--- src/rtl/video_fetch_agen.sv ---
// Generic video fetch address walker: lines of words, up to four interleaved planes,
// with a request/acknowledge handshake to the DRAM arbiter.
module video_fetch_agen #(
   parameter int unsigned AW       = 21,
   parameter int unsigned XW       = 7,
   parameter int unsigned YW       = 9,
   parameter int unsigned PLANES   = 2,
   parameter int unsigned PAGE_BIT = 14
) (
   input  logic          clk,
   input  logic          rst,
   input  logic [AW-1:0] cfg_base,
   input  logic [AW-1:0] cfg_plane_ofs,
   input  logic [15:0]   cfg_stride,
   input  logic [XW-1:0] cfg_words,
   input  logic [YW-1:0] cfg_lines,
   input  logic          cfg_page,
   input  logic          frame_start,
   input  logic          line_start,
   input  logic          vpix,
   output logic [AW-1:0] video_addr,
   output logic          video_req,
   input  logic          video_next,
   output logic [1:0]    plane,
   output logic          busy,
   output logic          underrun
);

   localparam int unsigned SW     = 16;
   localparam logic [1:0]  P_LAST = 2'(PLANES - 1);

   typedef enum logic [1:0] {S_IDLE, S_WAIT, S_FETCH} state_e;

   state_e          state_q, state_d;
   logic [AW-1:0]   ofs_q, ofs_d;
   logic [SW-1:0]   stride_q, stride_d;
   logic [XW-1:0]   words_q, words_d;
   logic [YW-1:0]   lines_q, lines_d;
   logic            page_q, page_d;
   logic [AW-1:0]   line_base_q, line_base_d;
   logic [XW-1:0]   x_q, x_d;
   logic [1:0]      p_q, p_d;
   logic [YW-1:0]   y_q, y_d;

   logic [AW-1:0]   video_addr_q, video_addr_d;
   logic            video_req_q, video_req_d;
   logic [1:0]      plane_q, plane_d;
   logic            busy_q, busy_d;
   logic            underrun_q, underrun_d;

   logic            lstart;
   logic            last_x;
   logic            last_y;
   logic            last_p;
   logic [AW-1:0]   next_line_base;
   logic [AW-1:0]   plane_term;

   assign lstart         = line_start & vpix;
   assign last_x         = (x_q == words_q - XW'(1));
   assign last_y         = (y_q == lines_q - YW'(1));
   assign last_p         = (p_q == P_LAST);
   assign next_line_base = line_base_q + AW'(stride_q);

   // State register
   always_ff @(posedge clk or posedge rst) begin
      if (rst) state_q <= S_IDLE;
      else     state_q <= state_d;
   end

   // Next-state and counter update; frame_start overrides everything else
   always_comb begin
      state_d     = state_q;
      ofs_d       = ofs_q;
      stride_d    = stride_q;
      words_d     = words_q;
      lines_d     = lines_q;
      page_d      = page_q;
      line_base_d = line_base_q;
      x_d         = x_q;
      p_d         = p_q;
      y_d         = y_q;
      underrun_d  = 1'b0;
      if (frame_start) begin
         ofs_d       = cfg_plane_ofs;
         stride_d    = cfg_stride;
         words_d     = cfg_words;
         lines_d     = cfg_lines;
         page_d      = cfg_page;
         line_base_d = cfg_base;
         x_d         = '0;
         p_d         = '0;
         y_d         = '0;
         state_d     = S_WAIT;
      end else begin
         case (state_q)
            S_WAIT: begin
               if (lstart) begin
                  x_d     = '0;
                  p_d     = '0;
                  state_d = S_FETCH;
               end
            end
            S_FETCH: begin
               if (lstart) begin
                  underrun_d  = 1'b1;
                  line_base_d = next_line_base;
                  y_d         = y_q + YW'(1);
                  x_d         = '0;
                  p_d         = '0;
                  state_d     = last_y ? S_IDLE : S_FETCH;
               end else if (video_next) begin
                  if (!last_p) begin
                     p_d = p_q + 2'd1;
                  end else begin
                     p_d = '0;
                     if (last_x) begin
                        x_d         = '0;
                        line_base_d = next_line_base;
                        y_d         = y_q + YW'(1);
                        state_d     = last_y ? S_IDLE : S_WAIT;
                     end else begin
                        x_d = x_q + XW'(1);
                     end
                  end
               end
            end
            default: ;
         endcase
      end
   end

   // Output decode from next state: address = line_base + x + p*plane_ofs, page bit forced
   always_comb begin
      case (p_d)
         2'd1:    plane_term = ofs_d;
         2'd2:    plane_term = ofs_d << 1;
         2'd3:    plane_term = (ofs_d << 1) + ofs_d;
         default: plane_term = '0;
      endcase
      video_addr_d           = line_base_d + AW'(x_d) + plane_term;
      video_addr_d[PAGE_BIT] = page_d;
      video_req_d            = (state_d == S_FETCH);
      busy_d                 = (state_d == S_FETCH);
      plane_d                = p_d;
   end

   always_ff @(posedge clk or posedge rst) begin
      if (rst) begin
         ofs_q        <= '0;
         stride_q     <= '0;
         words_q      <= '0;
         lines_q      <= '0;
         page_q       <= 1'b0;
         line_base_q  <= '0;
         x_q          <= '0;
         p_q          <= '0;
         y_q          <= '0;
         video_addr_q <= '0;
         video_req_q  <= 1'b0;
         plane_q      <= '0;
         busy_q       <= 1'b0;
         underrun_q   <= 1'b0;
      end else begin
         ofs_q        <= ofs_d;
         stride_q     <= stride_d;
         words_q      <= words_d;
         lines_q      <= lines_d;
         page_q       <= page_d;
         line_base_q  <= line_base_d;
         x_q          <= x_d;
         p_q          <= p_d;
         y_q          <= y_d;
         video_addr_q <= video_addr_d;
         video_req_q  <= video_req_d;
         plane_q      <= plane_d;
         busy_q       <= busy_d;
         underrun_q   <= underrun_d;
      end
   end

   assign video_addr = video_addr_q;
   assign video_req  = video_req_q;
   assign plane      = plane_q;
   assign busy       = busy_q;
   assign underrun   = underrun_q;

endmodule

--- config.mk ---
export PLATFORM = sky130hd
export DESIGN_NAME = video_fetch_agen
export DESIGN_NICKNAME = d
export VERILOG_FILES = /design/src/rtl/video_fetch_agen.sv
export SDC_FILE = /design/constraint.sdc
export NUM_CORES = 1
export LEC_CHECK = 0
export ABC_CLOCK_PERIOD_IN_PS = 4650
export CAP_MARGIN = 40
export CORE_ASPECT_RATIO = 1.2
export CORE_MARGIN = 1.5
export CORE_UTILIZATION = 50
export CTS_CLUSTER_DIAMETER = 40
export DETAILED_ROUTE_END_ITERATION = 10
export PLACE_DENSITY = 0.76
export SYNTH_ARGS = -nofsm -noshare
export SYNTH_HDL_FRONTEND = slang
export SYNTH_SLANG_ARGS = --single-unit
--- constraint.sdc ---
create_clock -name clk -period 4.65 [get_ports clk]
set_input_delay 0.93 -clock clk [delete_from_list [all_inputs] [get_ports clk]]
set_output_delay 0.93 -clock clk [all_outputs]
set_load 0.02 [all_outputs]
# Yosys cells after proc, flatten, opt, wreduce, memory -nomap -nowiden
# Cells that the tools add are included.
[word_totals]
ff_bits = 118
out_inout_bits = 26
elab_cells = 77
[op_classes]
addsub = 9
eq_ne = 9
mux = 40
bitwise = 1
n_reduce_logical = 5
[ops]
columns = ["cell", "n"]
rows = [
  ["2-to-1 mux 21 bit", 7],
  ["case mux 21 bit (3 select lines)", 1],
  ["2-to-1 mux 9 bit", 6],
  ["adder 21 bit", 2],
  ["2-to-1 mux 7 bit", 6],
  ["2-to-1 mux 2 bit", 12],
  ["adder 21 x 16 -> 21 bit", 1],
  ["adder 21 x 7 -> 21 bit", 1],
  ["case mux 7 bit (2 select lines)", 1],
  ["adder 9 x 1 -> 9 bit, second input constant", 1],
  ["equality test 9 bit", 1],
  ["nonzero test 3 bit", 3],
  ["subtractor 9 x 1 -> 9 bit, second input constant", 1],
  ["equality test 2 bit, second input constant", 4],
  ["case mux 2 bit (2 select lines)", 2],
  ["adder 7 x 1 -> 7 bit, second input constant", 1],
  ["equality test 7 bit", 1],
  ["subtractor 7 x 1 -> 7 bit, second input constant", 1],
  ["equality test 2 x 1 -> 1 bit, second input constant", 3],
  ["2-to-1 mux 1 bit", 5],
  ["AND reduction 4 bit", 1],
  ["adder 2 x 1 -> 2 bit, second input constant", 1],
  ["nonzero test 2 bit", 1],
  ["bitwise AND 1 bit", 1],
]

# Longest topological paths before layout
[depth]
word_depth = 10
mapped_depth = 28
ltp_nobuf = 25

# Least setup slack after synthesis
# OpenSTA, ideal clock, no wires.
[synth_timing]
path_kind = "input -> register"
start = "input port frame_start"
end = "register video_addr_q[20] (netlist: video_addr[20])"
setup_time_ps = 134
arrival_ps = 6597
required_time_ps = 4516
setup_slack_ps = -2080
path_stages = 28
cell_sequence = "clkbuf_1 buf_2 buf_1 clkbuf_1 mux2i_1 inv_1 ha_1 fa_1 a211o_1 a21oi_1 o21ai_0 a41oi_1 a22oi_1 xnor2_1 a211oi_1 a31oi_1 nor2_1 ha_1 ha_1 a21o_1 a21o_1 o31ai_1 a31o_2 o211ai_1 a21oi_1 o21bai_1 xor2_1 xnor3_1"
[synth_via]
elab_chain_len = 4
[synth_rtl]
columns = ["element", "line_no", "rtl"]
rows = [
  ["from (decl)", "18", "input logic frame_start,"],
  ["2-to-1 mux 21 bit (*)", "83", "if (frame_start) begin"],
  ["named net ofs_d[1]", "35", "logic [AW-1:0] ofs_q, ofs_d;"],
  ["adder 21 bit", "137", "2'd3: plane_term = (ofs_d << 1) + ofs_d;"],
  ["case mux 21 bit (3 select lines) (*)", "134", "case (p_d)"],
  ["adder 21 bit (*)", "140", "video_addr_d = line_base_d + AW'(x_d) + plane_term;"],
  ["named net video_addr_d[20]", "45", "logic [AW-1:0] video_addr_q, video_addr_d;"],
  ["to (signal assigned)", "173", "video_addr_q <= video_addr_d;"],
  ["to (decl)", "45", ""],
]
# Mark *: on every way through the listed nets, which the timed path passes. The rest lies on a longest branch.
# A chain may end at the register's enable or synchronous reset.

# Final worst setup path
[layout_timing]
start = "input port cfg_plane_ofs[4]"
end = "register video_addr_q[20] (netlist: video_addr[20])"
[layout_via]
elab_chain_len = 4
[layout_rtl]
columns = ["element", "line_no", "rtl"]
rows = [
  ["from (decl)", "13", "input logic [AW-1:0] cfg_plane_ofs,"],
  ["2-to-1 mux 21 bit (*)", "83", ""],
  ["named net ofs_d[4]", "35", ""],
  ["adder 21 bit", "137", ""],
  ["case mux 21 bit (3 select lines) (*)", "134", ""],
  ["adder 21 bit (*)", "140", ""],
  ["named net video_addr_d[20]", "45", ""],
]
# Marked as above.

==> flow_summary.toml <==
[yosys]
ys.flop_type = "dfrtp_1"
ys_async_sr_fraction = 1.00
synth-edff-count = 0
synth_area_leaders = "dfrtp_1 (35%), ha_1 (11%), mux2_2 (5.8%)"
synth_cell_types = 67
synth_seq_area_share = 0.346
netlist_area_mm2 = 0.00847
yosysTopAreaCell = "dfrtp_1"
yosysTopAreaCellShare = 0.346
syn_nets = 1068
avgSynthCellArea_um2 = 9.37
synth_cells = 904
yosysWarnings = 0
ys_seq_elements = 117

[detailed_routing]
drt_iter0_markers = 467
vias = 8068
dr.pass1.iters = 5
wirelength_mm = 24.1
ant_nets = 0
wl_per_cell_um = 17.0
drc_errors = 0
vias_per_cell = 5.68

[global_route]
overflow = 0
antenna_found_initial = 0
grt_pass1_vias = 8204
grt_use_total = 0.274
grt_pass1_wl_mm = 38.5
grt_max_degree = 94

[timing]
relSlewSlack = 0.479
finalSetupTns_ns = -2.42
worst_slew_pin_slew_ns = 0.782
final_hold_viol_count = 0
setup_viol = 7
layout_min_cycle_time_ns = 5.33
layout_setup_ws_ns = -0.675
clock_skew_ns = 0.00879
maxSlewViolCount = 0
period_share = 1.15
fmax_mhz = 188
rsz0062_at_grt = "true"

[layout]
final_cell_mix = "buf_4 (197), dfrtp_1 (117), clkdlybuf4s50_1 (101)"
fin_cells = 1421
nets = 1360
diodes = 0
area_delta_synth_final_pct = 43.4
final_common_cell = "buf_4"
drive_above_1_share = 0.296
fillCellCount = 1123

[setup_path]
rr_worst_depth = 21
r2r_end = "video_addr[20]"
crit_path_start_kind = "input port"
crit_path_end_kind = "register"
cp.arrival_ns = 5.62
crit_path_max_fanout = 4
r2r-start = "words_q[0]"
crit_path_start = "cfg_plane_ofs[4]"
crit_end = "video_addr[20]"
critPathKind = "input port to register"
cp_data_required_time_ns = 4.95
r2r_slack_ns = -0.45

[place]
numPlacedInstances = 1360
pre_cts_ws_ns = -1.08
place.gp.congestion = 0.892
hpwl_mm = 16.7
numPortBuffers = 106

[cts]
cts_hold_buffers = 0
cts_tree = "built"
htreeDepth = 4
clock-sinks = 117
clk_pin_slew_ns = 0.06
cts_root_buffer = "clkbuf_16"
clk_latency_ns = 0.43
cts_buffer_depth = 2
cts_buffers = 17

[floorplanning]
core-area_mm2 = 0.0164
initial_core_util = 0.517
die_h_um = 146
die-area_mm2 = 0.0177
io_pins = 107
rows = 51
die_x_um = 122

[power]
powerDensity_mw_per_mm2 = 318
vdd_ir_drop_max_uv = 283
p_leak_nw = 5.60
total_power_mw = 3.86

[min_path]
hold_path_class = "register to register"

[outcome]
status = "complete, but fails checks"
violations = "setup timing"

[job]
cap_violations = 0
## layer usage
layer  part of all wire  track usage  up-vias
met1               0.40        0.318     3910
met3              0.043       0.0576       62
li1                   -            -     3846
met2               0.51        0.476      250
met4              0.038        0.127        0
met5                  0            0        -
## registers in the layout (all words and copies together), names as in the netlist
name         count
line_base_q     21
ofs_q           21
video_addr      21
stride_q        16
lines_q          9
y_q              9
words_q          7
x_q              7
plane            2
state_q          2
busy             1
underrun         1
## cell families (layout without fill, tap and decap cells)
| family | Yosys count | after routing | synth area share |
|---|---|---|---|
| mux | 62 | 62 | 0.0797 |
| simple gates | 249 | 249 | 0.141 |
| buf+inv | 84 | 389 | 0.0394 |
| compound gates | 240 | 240 | 0.190 |
| xor+xnor | 69 | 69 | 0.0729 |
| fa+ha+maj | 83 | 83 | 0.131 |
| flops | 117 | 117 | 0.346 |
## worst max-delay path, stage by stage
cell             delay (ns)
clkdlybuf4s50_1        0.42
mux2i_1                0.21
inv_1                  0.17
ha_4                   0.32
o21a_1                 0.17
a21oi_2                0.09
o21ai_2                0.19
a41oi_2                0.14
a22oi_2                0.23
xnor2_1                0.12
a211oi_1               0.34
a31oi_1                0.07
nor2_1                 0.11
ha_1                   0.26
ha_4                   0.28
a21o_1                 0.17
a21o_1                 0.15
o31ai_2                0.08
a31o_2                 0.22
o211ai_1               0.21
a21oi_1                0.10
o21bai_1               0.18
xor2_1                 0.20
xnor3_1                0.25
## area by class of cell
| class | instances | area (um^2) | area share |
|---|---|---|---|
| Multi-Input combinational cell | 703 | 5570 | 0.459 |
| Sequential cell | 117 | 2930 | 0.241 |
| Tap cell | 212 | 265 | 0.0218 |
| Inverter | 50 | 193 | 0.0159 |
| Clock buffer | 20 | 457 | 0.0376 |
| Timing Repair Buffer | 307 | 2610 | 0.215 |
| Clock inverter | 12 | 129 | 0.0106 |
## per-stage QoR
stage / util / hold slack [ns] / cell area [um^2]
after floorplan: - / 0.482 / 8670
after global placement: 0.676 / 0.490 / 11100
after detailed placement: 0.676 / 0.503 / 11100
after CTS: 0.730 / 0.519 / 12000
after global routing: 0.741 / 0.538 / 12100
final: 0.741 / 0.519 / 12100
## how the worst min path moves through the flow
stage | start | endpoint | slack (ns) | cells past startpoint
2_1_floorplan | video_addr[14] | video_addr[14] | 0.48 | 1
3_3_place_gp | video_addr[14] | video_addr[14] | 0.49 | 1
3_5_place_dp | stride_q[7] | stride_q[7] | 0.50 | 1
4_1_cts | video_addr[14] | video_addr[14] | 0.52 | 1
5_1_grt | stride_q[13] | stride_q[13] | 0.54 | 1
6_report | video_addr[14] | video_addr[14] | 0.52 | 1
## cells in the mapped netlist (all sizes together) (5+ instances only)
cell    count
a21o       27
o211ai     12
o31ai       8
nand2      75
xnor2      43
and2        6
nor2b       6
o21ai      58
a21oi      56
mux2       44
a31o        7
and3       13
mux2i      18
xor2       25
ha         73
dfrtp     117
clkbuf     26
nor2       68
nor3       23
inv        50
or3         9
buf         8
a211oi      9
a21boi      5
a31oi      10
fa         10
nand3b      5
nor4        5
nand4       6
nand3      16
o21a       13
## timing repair
action	CTS	global route
buffers inserted	21	8
pin swaps	35	31
resized for setup	41	31
setup endpoints to repair	9	10
cloned	0	0
## where the power goes
part | internal, mW | total (mW) | switching [mW]
Combinational | 0.695 | 1.39 | 0.693
Clock | 0.815 | 1.31 | 0.494
Sequential | 1.11 | 1.17 | 0.0568
Total | 2.62 | 3.86 | 1.24
Note: power is estimated with default switching activity, not from simulation.
